**config.mk**
```make
export PLATFORM = sky130hd
export DESIGN_NAME = vec_mag_sq
export DESIGN_NICKNAME = d
export VERILOG_FILES = /design/src/rtl/vec_mag_sq_pkg.sv /design/src/rtl/vec_mag_sq_shift_add_step.sv /design/src/rtl/vec_mag_sq.sv
export SDC_FILE = /design/constraint.sdc
export NUM_CORES = 1
export LEC_CHECK = 0
export CORE_ASPECT_RATIO = 1.75
export CORE_MARGIN = 2
export CORE_UTILIZATION = 45
export DETAILED_ROUTE_END_ITERATION = 10
export GPL_ROUTABILITY_DRIVEN = 0
export PLACE_DENSITY = 0.74
export SETUP_SLACK_MARGIN = 0.5
export SLEW_MARGIN = 10
export SYNTH_ARGS = -nofsm -noshare
export SYNTH_HDL_FRONTEND = slang
export SYNTH_SLANG_ARGS = --single-unit
```
**constraint.sdc**
```tcl
create_clock -name clk -period 5.1 [get_ports clk]
set_clock_uncertainty 0.05 [all_clocks]
set_input_delay 1.53 -clock clk [delete_from_list [all_inputs] [get_ports clk]]
set_output_delay 1.53 -clock clk [all_outputs]
set_load 0.005 [all_outputs]
```
**src/rtl/vec_mag_sq_pkg.sv**
```systemverilog
// Shared definitions for the sum-of-squares stage: state encoding, default width
// and the operand abs/clamp helper.
package vec_mag_sq_pkg;

  // Default magnitude width: 16-bit signed inputs, 31-bit unsigned result.
  localparam int unsigned MAG_W_DEF = 15;

  // State encoding.
  localparam logic [1:0] IDLE = 2'd0;
  localparam logic [1:0] SQ_X = 2'd1;
  localparam logic [1:0] SQ_Y = 2'd2;

  typedef enum logic [1:0] {
    StIdle = IDLE,
    StSqX  = SQ_X,
    StSqY  = SQ_Y
  } state_e;

  // |v| for a sign-extended (w+1)-bit value. The most negative code is the only
  // one whose magnitude reaches 2^w; pull it back to 2^w - 1 so the magnitude
  // always fits w bits.
  function automatic logic [31:0] abs_clamp(input logic signed [31:0] v,
                                            input int unsigned w);
    logic [31:0] mag;
    mag = v[31] ? 32'(-v) : 32'(v);
    if ((mag >> w) != 32'd0) begin
      mag = mag - 32'd1;
    end
    return mag;
  endfunction

endpackage

```
**src/rtl/vec_mag_sq_shift_add_step.sv**
```systemverilog
// One combinational shift-add squaring step: acc + (mag[idx] ? mag << idx : 0).
module vec_mag_sq_shift_add_step #(
  parameter int unsigned MAG_W = 15,
  parameter int unsigned IDX_W = 4
) (
  input  logic [2*MAG_W:0]  acc,
  input  logic [MAG_W-1:0]  mag,
  input  logic [IDX_W-1:0]  idx,
  output logic [2*MAG_W:0]  acc_next
);

  logic [2*MAG_W:0] mag_ext;
  logic [2*MAG_W:0] term;

  // Conditionally add the shifted partial product selected by the bit index.
  always_comb begin
    mag_ext  = {{(MAG_W + 1){1'b0}}, mag};
    term     = mag[idx] ? (mag_ext << idx) : '0;
    acc_next = acc + term;
  end

endmodule

```
**src/rtl/vec_mag_sq.sv**
```systemverilog
// Iterative x^2 + y^2 with a single time-shared shift-add squarer. Fixed latency
// of 2*MAG_W cycles from accepted start to done_stb.
module vec_mag_sq
  import vec_mag_sq_pkg::*;
#(
  parameter int unsigned MAG_W = MAG_W_DEF
) (
  input  logic                 clk,
  input  logic                 rst,
  input  logic                 start,
  input  logic signed [MAG_W:0] x,
  input  logic signed [MAG_W:0] y,
  output logic                 busy,
  output logic                 done_stb,
  output logic [2*MAG_W:0]     sum_sq
);

  localparam int unsigned IDX_W = (MAG_W > 1) ? $clog2(MAG_W) : 1;
  localparam logic [IDX_W-1:0] LAST_IDX = IDX_W'(MAG_W - 1);

  state_e            state_q, state_d;
  logic [IDX_W-1:0]  cnt_q, cnt_d;
  logic [MAG_W-1:0]  mag_x_q, mag_x_d;
  logic [MAG_W-1:0]  mag_y_q, mag_y_d;
  logic [2*MAG_W:0]  acc_q, acc_d;
  logic [2*MAG_W:0]  sum_q, sum_d;
  logic              done_q, done_d;

  logic signed [31:0] x_ext, y_ext;
  logic [MAG_W-1:0]   mag_x_cap, mag_y_cap;
  logic [MAG_W-1:0]   mag_sel;
  logic [2*MAG_W:0]   step_acc;
  logic               last_step;

  // Operand conditioning: sign-extend and take clamped magnitudes.
  always_comb begin
    x_ext     = 32'(x);
    y_ext     = 32'(y);
    mag_x_cap = MAG_W'(abs_clamp(x_ext, MAG_W));
    mag_y_cap = MAG_W'(abs_clamp(y_ext, MAG_W));
    mag_sel   = (state_q == StSqY) ? mag_y_q : mag_x_q;
    last_step = (cnt_q == LAST_IDX);
  end

  vec_mag_sq_shift_add_step #(
    .MAG_W (MAG_W),
    .IDX_W (IDX_W)
  ) u_step (
    .acc      (acc_q),
    .mag      (mag_sel),
    .idx      (cnt_q),
    .acc_next (step_acc)
  );

  // Next-state logic: capture in idle, square x then accumulate y^2 on top.
  always_comb begin
    state_d = state_q;
    cnt_d   = cnt_q;
    mag_x_d = mag_x_q;
    mag_y_d = mag_y_q;
    acc_d   = acc_q;
    sum_d   = sum_q;
    done_d  = 1'b0;
    unique case (state_q)
      StIdle: begin
        if (start) begin
          mag_x_d = mag_x_cap;
          mag_y_d = mag_y_cap;
          acc_d   = '0;
          cnt_d   = '0;
          state_d = StSqX;
        end
      end
      StSqX: begin
        acc_d = step_acc;
        if (last_step) begin
          cnt_d   = '0;
          state_d = StSqY;
        end else begin
          cnt_d = cnt_q + 1'b1;
        end
      end
      StSqY: begin
        acc_d = step_acc;
        if (last_step) begin
          cnt_d   = '0;
          sum_d   = step_acc;
          done_d  = 1'b1;
          state_d = StIdle;
        end else begin
          cnt_d = cnt_q + 1'b1;
        end
      end
      default: begin
        state_d = StIdle;
      end
    endcase
  end

  // State and datapath registers with synchronous reset.
  always_ff @(posedge clk) begin
    if (rst) begin
      state_q <= StIdle;
      cnt_q   <= '0;
      mag_x_q <= '0;
      mag_y_q <= '0;
      acc_q   <= '0;
      sum_q   <= '0;
      done_q  <= 1'b0;
    end else begin
      state_q <= state_d;
      cnt_q   <= cnt_d;
      mag_x_q <= mag_x_d;
      mag_y_q <= mag_y_d;
      acc_q   <= acc_d;
      sum_q   <= sum_d;
      done_q  <= done_d;
    end
  end

  // Outputs.
  always_comb begin
    busy     = (state_q != StIdle);
    done_stb = done_q;
    sum_sq   = sum_q;
  end

endmodule

```
==> flow_metrics.py, run 1 <==
metrics = {
    "status": {
        "outcome": "finished, final reports clean",
    },
    "placement": {
        "place_area_um2": 7910,
        "place_inst": 1115,
        "preCtsSetupSlack_ns": 0.113,
        "port_buffers": 67,
        "dp_hpwl_mm": 15.1,
    },
    "global_routing": {
        "first_global_vias": 6710,
        "grt_max_degree": 51,
        "globalRouteTotalUtil": 0.235,
        "grt_pass1_wl_mm": 32.2,
        "overflow": 0,
        "antenna_found_initial": 0,
    },
    "detailed_routing": {
        "avgRoutedWirePerCell_um": 17.7,
        "route.vias.total": 6869,
        "drt_iter0_markers": 456,
        "routed_wl_mm": 20.2,
        "first_pass_iters": 5,
        "vias_per_cell": 6.02,
        "drc": 0,
        "antenna_left": 0,
    },
    "sta": {
        "maxSlewViolCount": 0,
        "setup_ws_ns": 0.600,
        "totalNegativeSetupSlack_ns": 0,
        "fmax_mhz": 222,
        "finalSetupViolCount": 0,
        "slew_headroom": 0.476,
        "period_share": 0.882,
        "worst_pin_slew_ns": 0.786,
        "holdWs_ns": 0.403,
        "finalHoldViolations": 0,
        "finalCriticalPeriod_ns": 4.50,
        "rsz0062_at_grt": "yes",
    },
    "power": {
        "powerDensity_nw_per_um2": 262,
        "irDropWorstVdd_uv": 171,
        "p_leak_nw": 3.17,
    },
    "clock_tree": {
        "numCtsBuffers": 9,
        "cts_root_buf": "clkbuf_16",
        "path_clk_slew_ns": 0.07,
        "cts_tree": "yes",
        "cts_buffer_depth": 2,
        "cts-htree-levels": 3,
        "clock-sinks": 99,
        "worstSkewPairLatency_ns": 0.35,
    },
    "yosys": {
        "ys_warn_count": 0,
        "netlist_instances": 901,
        "synth_cell_types": 74,
        "ys_ff_latch": 99,
        "syn-num-nets": 977,
        "synth_edf_count": 0,
        "ys_dominant_reg_cell": "dfxtp_1",
        "synthArstFlopShare": 0,
        "synth_seq_area_share": 0.279,
        "syn_area_um2": 7100,
        "syn_avg_cell_area_um2": 7.88,
    },
    "worst_hold_path": {
        "whs_path_depth": 2,
        "hold_path_class": "register to register",
    },
    "job": {
        "drv_cap": 0,
    },
    "floorplanning": {
        "dieArea_um2": 16800,
        "die_h_um": 170,
        "row_count": 60,
        "ios": 68,
        "start_util": 0.462,
        "core_um2": 15400,
        "die_x_um": 99.0,
    },
    "worst_setup_path": {
        "crit_top_cell": "o21ai_0",
        "cp-start-kind": "register",
        "endpoint_kind": "register",
        "crit_path_max_fanout": 12,
        "critical_path_class": "register to register",
        "crit_chain": "inv_1 -> ha_4 -> buf_4 -> mux2_2 -> o21ai_0 -> o21ai_0 -> mux2i_1 -> a2bb2oi_1 -> nor2_1 -> ha_1 -> and2_1 -> nand3_2 -> o311a_4 -> o32ai_4 -> nand4_2 -> or4_1 -> nand4_1",
        "worstPathArrival_ns": 4.74,
        "critPathSlowestCell": "o311a_4",
        "max_stage_delay_ns": 0.45,
        "rr_worst_depth": 17,
        "worstPathRequired_ns": 5.34,
    },
    "final_layout": {
        "nets": 1027,
        "syn_to_final_growth_pct": 19.1,
        "final_area_um2": 8460,
        "instances_no_fill": 1141,
        "drive_gt1_frac": 0.106,
        "n_antenna_cell": 0,
    },
}
[cell usage in the layout, fill, tap and decap left out, types with 12 or more instances in the layout]
cell | synthesis | layout
nor2_1 | 76 | 76
xnor2_1 | 17 | 17
o21ai_0 | 79 | 78
nand3_1 | 20 | 20
xor2_1 | 35 | 35
nand2_1 | 99 | 98
dfxtp_1 | 99 | 98
nor2b_1 | 13 | 13
mux2_2 | 19 | 19
clkdlybuf4s50_1 | 0 | 66
inv_1 | 21 | 21
a21oi_1 | 86 | 84
ha_1 | 40 | 35
buf_4 | 1 | 28
mux2i_1 | 30 | 30
nand4_1 | 12 | 12
[per-stage QoR]
stage	util	power (mW)
2_1_floorplan	-	1.27
3_3_place_gp	0.514	1.44
3_5_place_dp	0.514	1.44
4_1_cts	0.538	2.19
5_1_grt	0.550	2.32
6_report	0.550	2.22
[timing repair]
| action | CTS | global route |
|---|---|---|
| pin swaps | 1 | 7 |
| buffers inserted | 1 | 10 |
| hold buffers | 0 | 0 |
| endpoints found under the setup margin | 27 | 27 |
| resized for setup | 8 | 22 |
[cells in the mapped netlist (11+ instances only)]
cell	number	area share
a211oi_1	11	0.012
a21oi_1	86	0.061
clkbuf_1	46	0.024
dfxtp_1	99	0.28
ha_1	40	0.070
inv_1	21	0.011
mux2_2	19	0.030
mux2i_1	30	0.042
nand2_1	99	0.052
nand3_1	20	0.014
nand4_1	12	0.011
nor2_1	76	0.040
nor2b_1	13	0.011
o21ai_0	79	0.056
xnor2_1	17	0.021
xor2_1	35	0.043
[registers in the layout, summed over array words and instances, names as in the netlist]
register / flops
done_stb: 1
acc_q: 31
state_q: 2
cnt_q: 4
mag_y_q: 15
mag_x_q: 15
sum_sq: 31
[cell type report]
type                    count  area, µm²
flip-flops and latches     99       1980
inverters                  21       78.8
well taps                 186        233
clock inverters             5       85.1
fillers                  1343       6930
multi-input cells         725       4960
repair buffers             95        876
clock buffers              10        239
[critical path, delay by kind of cell (launching register included)]
family,cells,cell delay (ns)
AO/OA/AOI/OAI,5,1.41
adder cells (fa/ha/maj),2,0.62
buffers and inverters,2,0.29
flip-flops,1,0.33
multiplexers,2,0.61
AND/OR/NAND/NOR,6,1.11
[power breakdown]
part	total, mW	switching, mW	internal (mW)
Sequential	0.856	0.0364	0.820
Clock	0.749	0.305	0.444
Combinational	0.614	0.373	0.241
[cell families after synthesis]
logic type                 synth area share
buffers and inverters                0.0423
DFF                                   0.279
xor gates and xnor gates             0.0641
other                              0.000528
adders and majority gates            0.0733
and+or+nand+nor                       0.200
muxes                                0.0787
AOI/OAI and AO/OA                     0.262
[per-layer routing]
| metal | global-route usage | routed length (µm) |
|---|---|---|
| met1 | 0.246 | 7620 |
| met2 | 0.439 | 10600 |
| met3 | 0.0218 | 644 |
| met4 | 0.154 | 1270 |
| met5 | 0 | 0 |
[worst paths after layout]
check,from,endpoint,slack [ns]
setup / recovery,state_q[0],sum_sq[28],0.60
setup reg to reg,state_q[0],sum_sq[28],0.60
hold reg to reg,sum_sq[26],sum_sq[26],0.40
hold / removal,sum_sq[26],sum_sq[26],0.40
No activity file was read; power rests on OpenSTA's default activity.
==> inputs of run 2 (changes only) <==
- MAX_ROUTING_LAYER: unset -> met4
- SETUP_SLACK_MARGIN: 0.5 -> unset
- SYNTH_HIERARCHICAL: unset -> 1
==> run 2 against run 1 <==
  * Area after synthesis fell by 2.0%
  * Critical path depth increased by 1
  * Cell area shrank 5.3%
  * Largest power group unchanged
  * Combinational power shrank 7.7%
  * Count of clock-buffer cells in the layout unchanged
  * Sequential share of layout area up 1.3 points
==> flow_metrics.py, run 2 <==
metrics = {
    "yosys": {
        "synth_top_area_share": 0.285,
        "muxShareOfSynthArea": 0.0802,
        "syn_avg_cell_area_um2": 7.83,
        "synth_xor_area_frac": 0.0692,
        "ys_ff_latch": 99,
        "synth-simple-area-share": 0.206,
        "synthArstFlopShare": 0,
        "synth_compound_area_frac": 0.236,
        "synth_top_family_by_area": "compound AO/OA/AOI/OAI gates",
        "synth_area_leaders": "dfxtp_1 28%, ha_1 7.2%, a21oi_1 6.6%, nand2_1 6.1%, nor2_1 5.9%",
        "ys_dominant_reg_cell": "dfxtp_1",
        "syn-num-nets": 965,
        "synth.most_common_cell": "nand2_1",
        "synth_adder_area_share": 0.0748,
        "yosys.area.top_type": "dfxtp_1",
        "synth_seq_area_share": 0.285,
        "synth_edf_count": 0,
        "synth_common_cells": "113 x nand2_1, 109 x nor2_1, 99 x dfxtp_1, 92 x a21oi_1, 44 x clkbuf_1",
        "ys_warn_count": 6,
        "synth_cell_types": 68,
        "netlist_instances": 889,
        "syn_area_um2": 6960,
    },
    "final_layout": {
        "final_cell_mix": "113 x nand2_1, 109 x nor2_1, 99 x dfxtp_1",
        "syn_to_final_growth_pct": 15.1,
        "instances_no_fill": 1109,
        "n_antenna_cell": 0,
        "final_area_um2": 8010,
        "final_common_cell": "nand2_1",
        "nets": 995,
        "drive_gt1_frac": 0.0780,
    },
    "global_routing": {
        "overflow": 0,
        "globalRouteTotalUtil": 0.210,
        "antenna_found_initial": 0,
        "grt_max_degree": 101,
        "first_global_vias": 6085,
        "grt_pass1_wl_mm": 28.3,
    },
    "worst_setup_path": {
        "cp-start-kind": "register",
        "rr_worst_depth": 18,
        "startpoint": "state_q[0]",
        "rr_startpoint": "state_q[0]",
        "critPathTopFamily": "compound AO/OA/AOI/OAI gates",
        "worstPathRequired_ns": 5.25,
        "endpoint_kind": "register",
        "crit_chain": "inv_1 -> ha_2 -> mux2_2 -> mux2_2 -> o21ai_0 -> nor2_1 -> a21oi_1 -> a211oi_1 -> ha_1 -> a21oi_1 -> o21ai_0 -> a21oi_1 -> o211ai_1 -> a221oi_1 -> o21ai_1 -> xor2_1 -> a22oi_1 -> nor2_1",
        "critPathSlowestCell": "a221oi_1",
        "crit_top_cell": "a21oi_1",
        "regToRegSetupSlack_ns": 0.25,
        "critical_path_class": "register to register",
        "worst-path-stages": 18,
        "reg2reg_to": "acc_q[27]",
        "worstPathArrival_ns": 5.00,
        "max_stage_delay_ns": 0.53,
        "crit_buf_inv": 1,
        "crit_path_end": "acc_q[27]",
        "crit_path_max_fanout": 18,
    },
    "floorplanning": {
        "die_x_um": 98.0,
        "core_um2": 15200,
        "die_h_um": 168,
        "start_util": 0.457,
        "ios": 68,
        "row_count": 60,
        "dieArea_um2": 16500,
    },
    "clock_tree": {
        "cts_buffer_depth": 2,
        "cts_root_buf": "clkbuf_16",
        "cts-htree-levels": 3,
        "worstSkewPairLatency_ns": 0.35,
        "post-cts-setup-buffer-count": 0,
        "numCtsBuffers": 9,
        "path_clk_slew_ns": 0.07,
        "cts_tree": "yes",
        "clock-sinks": 99,
        "cts_hold_buf": 0,
    },
    "power": {
        "irDropWorstVdd_uv": 136,
        "powerDensity_nw_per_um2": 274,
        "p_leak_nw": 2.91,
    },
    "placement": {
        "dp_hpwl_mm": 13.1,
        "place_inst": 1094,
        "place_area_um2": 7680,
        "port_buffers": 67,
    },
    "status": {
        "outcome": "finished, final reports clean",
    },
    "detailed_routing": {
        "vias_per_cell": 5.74,
        "route.vias.total": 6369,
        "antenna_left": 0,
        "avgRoutedWirePerCell_um": 15.5,
        "routed_wl_mm": 17.2,
        "drc": 0,
        "first_pass_iters": 6,
        "drt_iter0_markers": 316,
    },
    "sta": {
        "rsz0062_at_grt": "no",
        "finalHoldViolations": 0,
        "period_share": 0.952,
        "finalCriticalPeriod_ns": 4.85,
        "worst_pin_slew_ns": 1.13,
        "finalSetupViolCount": 0,
        "maxSlewViolCount": 0,
        "fmax_mhz": 206,
        "totalNegativeSetupSlack_ns": 0,
        "slew_headroom": 0.246,
    },
    "job": {
        "drv_cap": 0,
    },
    "worst_hold_path": {
        "hold_path_class": "register to register",
    },
}
-- run 2: final cells by class --
| type | instances | area (µm²) |
|---|---|---|
| tap | 186 | 233 |
| fill | 1433 | 7230 |
| clock inverter | 5 | 103 |
| sequential | 99 | 1980 |
| multi-input combinational | 714 | 4650 |
| clock buffer | 10 | 229 |
| inverter | 17 | 63.8 |
| timing repair buffer | 78 | 751 |
-- run 2: stage by stage --
stage | worst slack [ns] | hold WS [ns] | util | total power [mW]
after floorplan | 0.320 | 0.378 | - | 1.30
after global placement | 0.295 | 0.390 | 0.504 | 1.43
after detailed placement | 0.219 | 0.396 | 0.504 | 1.44
after CTS | 0.216 | 0.405 | 0.526 | 2.20
after global routing | 0.00770 | 0.423 | 0.526 | 2.30
final | 0.246 | 0.403 | 0.526 | 2.20
-- run 2: how the worst min path moves through the flow --
stage               start          to  slack [ns]  depth (start not counted)
6_report        sum_sq[0]   sum_sq[0]        0.40                          2
4_1_cts         sum_sq[0]   sum_sq[0]        0.41                          2
3_3_place_gp   mag_y_q[2]  mag_y_q[2]        0.39                          2
2_1_floorplan  mag_y_q[2]  mag_y_q[2]        0.38                          2
3_5_place_dp    sum_sq[0]   sum_sq[0]        0.40                          2
5_1_grt        sum_sq[10]  sum_sq[10]        0.42                          2
-- run 2: kinds of logic (layout without fill, tap and decap cells) --
family	Yosys count	after routing
and+or+nand+nor	317	317
buffers and inverters	76	110
xor gates and xnor gates	55	55
muxes	47	47
AOI/OAI and AO/OA	253	253
adders and majority gates	41	41
other	1	1
DFF	99	99
-- run 2: report_power, final --
part	leakage [nW]	total, mW	switching, mW	internal, mW
sequential	0.805	0.862	0.0432	0.819
combinational	1.95	0.567	0.336	0.231
clock	0.159	0.766	0.290	0.476
-- run 2: routing by layer --
layer / GRT usage / vias up / routed length, µm
met2: 0.408 / 144 / 9670
li1: - / 3231 / -
met1: 0.215 / 2957 / 6650
met3: 0.0223 / 37 / 417
met5: - / - / 0
met4: 0.0737 / 0 / 453
-- run 2: tightest hold or removal path, cell delays in order (launching register included) --
cell and delay [ns]:
dfxtp_1 0.31, nand2_1 0.05, a21oi_1 0.05
-- run 2: repair_timing --
action,CTS,global route
hold endpoints to repair,0,0
resized for setup,0,1
setup endpoints to repair,0,11
==> inputs of run 3 (changes only) <==
- CORE_MARGIN: 2 -> unset
- HOLD_SLACK_MARGIN: unset -> 0.1
- SYNTH_HIERARCHICAL: 1 -> unset
==> run 3 against run 2 <==
  * Cell count rose by 2.0%
  * Setup slack improved by 0.18 ns
  * First-iteration DRC count increased by 17%
  * Critical path depth decreased by 1
  * Hold slack gained 0.0012 ns
==> flow_metrics.py, run 3 (synthesis gave the netlist of run 1 again) <==
metrics = {
    "status": {
        "outcome": "finished, final reports clean",
    },
    "clock_tree": {
        "clock-sinks": 99,
        "cts_hold_buf": 0,
        "cts_root_buf": "clkbuf_16",
        "cts_buffer_depth": 2,
        "numCtsBuffers": 9,
        "path_clk_slew_ns": 0.07,
        "cts-htree-levels": 3,
        "cts_tree": "yes",
        "worstSkewPairLatency_ns": 0.35,
    },
    "detailed_routing": {
        "vias_per_cell": 6.05,
        "drc": 0,
        "routed_wl_mm": 19.9,
        "first_pass_iters": 5,
        "route.vias.total": 6845,
        "avgRoutedWirePerCell_um": 17.6,
        "antenna_left": 0,
        "drt_iter0_markers": 370,
    },
    "sta": {
        "setup_ws_ns": 0.426,
        "period_share": 0.917,
        "slew_headroom": 0.393,
        "totalNegativeSetupSlack_ns": 0,
        "rsz0062_at_grt": "no",
        "finalCriticalPeriod_ns": 4.67,
        "finalSetupViolCount": 0,
        "maxSlewViolCount": 0,
        "fmax_mhz": 214,
        "worst_pin_slew_ns": 0.911,
        "finalHoldViolations": 0,
    },
    "worst_setup_path": {
        "critPathTopFamily": "compound AO/OA/AOI/OAI gates",
        "critPathSlowestCell": "o311a_4",
        "worstPathArrival_ns": 4.92,
        "cp-start-kind": "register",
        "crit_top_cell": "mux2i_1",
        "critical_path_class": "register to register",
        "crit_chain": "inv_1 -> ha_4 -> buf_4 -> mux2_2 -> o21ai_0 -> mux2i_1 -> mux2i_1 -> a2bb2oi_1 -> nor2_1 -> ha_1 -> and2_1 -> nand3_2 -> o311a_4 -> o32ai_4 -> nand4_2 -> or4_1 -> nand4_1",
        "endpoint_kind": "register",
        "crit_path_max_fanout": 14,
        "worstPathRequired_ns": 5.34,
        "crit_buf_inv": 2,
        "max_stage_delay_ns": 0.44,
    },
    "power": {
        "finalPower_mw": 2.19,
        "irDropWorstVdd_uv": 140,
        "p_leak_nw": 3.11,
        "powerDensity_nw_per_um2": 265,
    },
    "floorplanning": {
        "die_h_um": 168,
        "ios": 68,
        "core_um2": 15400,
        "dieArea_um2": 16300,
        "die_x_um": 97.0,
        "row_count": 60,
        "start_util": 0.462,
    },
    "final_layout": {
        "n_antenna_cell": 0,
        "nFillCells": 1415,
        "syn_to_final_growth_pct": 16.3,
        "drive_gt1_frac": 0.0783,
        "final_cell_mix": "99 x nand2_1, 99 x dfxtp_1, 86 x a21oi_1",
        "final_core_util": 0.537,
        "nets": 1016,
    },
    "job": {
        "drv_cap": 0,
    },
    "worst_hold_path": {
        "hold_path_class": "register to register",
    },
    "global_routing": {
        "globalRouteTotalUtil": 0.252,
        "first_global_vias": 6780,
        "grt_pass1_wl_mm": 32.5,
        "grt_max_degree": 51,
        "overflow": 0,
        "antenna_found_initial": 0,
    },
    "placement": {
        "preCtsSetupSlack_ns": 0.160,
        "dp_hpwl_mm": 15.1,
        "port_buffers": 67,
    },
}
-- run 3: tightest hold or removal path: stages, from the launching register on --
cell     delay, ns
dfxtp_1       0.31
nand2_1       0.05
a21oi_1       0.05
-- run 3: worst paths after layout --
kind	from	endpoint	slack, ns	cells after the start
worst max-delay path	state_q[0]	sum_sq[28]	0.43	17
worst min-delay path	sum_sq[0]	sum_sq[0]	0.40	2
worst max register to register	state_q[0]	sum_sq[28]	0.43	17
worst min register to register	sum_sq[0]	sum_sq[0]	0.40	2
-- run 3: stage by stage --
step | instance area, µm² | hold WS (ns) | cells
global placement | 7910 | 0.392 | 1115
global route | 8260 | 0.426 | 1131
floorplan | 7100 | 0.381 | 901
detailed placement | 7910 | 0.398 | 1115
finish | 8260 | 0.404 | 1131
CTS | 8240 | 0.407 | 1131
-- run 3: timing repair --
item,CTS,global route
gates resized for setup,0,5
buffers inserted,0,0
endpoints found under the setup margin,0,23
-- run 3: layout make-up --
| type | instances | area (µm²) | area share |
|---|---|---|---|
| clock buffers | 10 | 239 | 0.0289 |
| clock inverters | 6 | 88.8 | 0.0107 |
| inverters | 21 | 78.8 | 0.00954 |
| multi-input cells | 725 | 4850 | 0.587 |
| flip-flops and latches | 99 | 1980 | 0.240 |
| well taps | 186 | 233 | 0.0282 |
| repair buffers | 84 | 793 | 0.0960 |
-- run 3: metal layers --
metal,global-route usage,vias up,routed length [µm]
met5,-,-,0
met4,0.183,0,1440
met3,0.0237,88,756
met2,0.461,226,10300
met1,0.245,3149,7320
li1,-,3382,-
-- run 3: power by group --
part	internal [mW]	switching [mW]
clock	0.443	0.303
combinational	0.225	0.363
sequential	0.819	0.0369
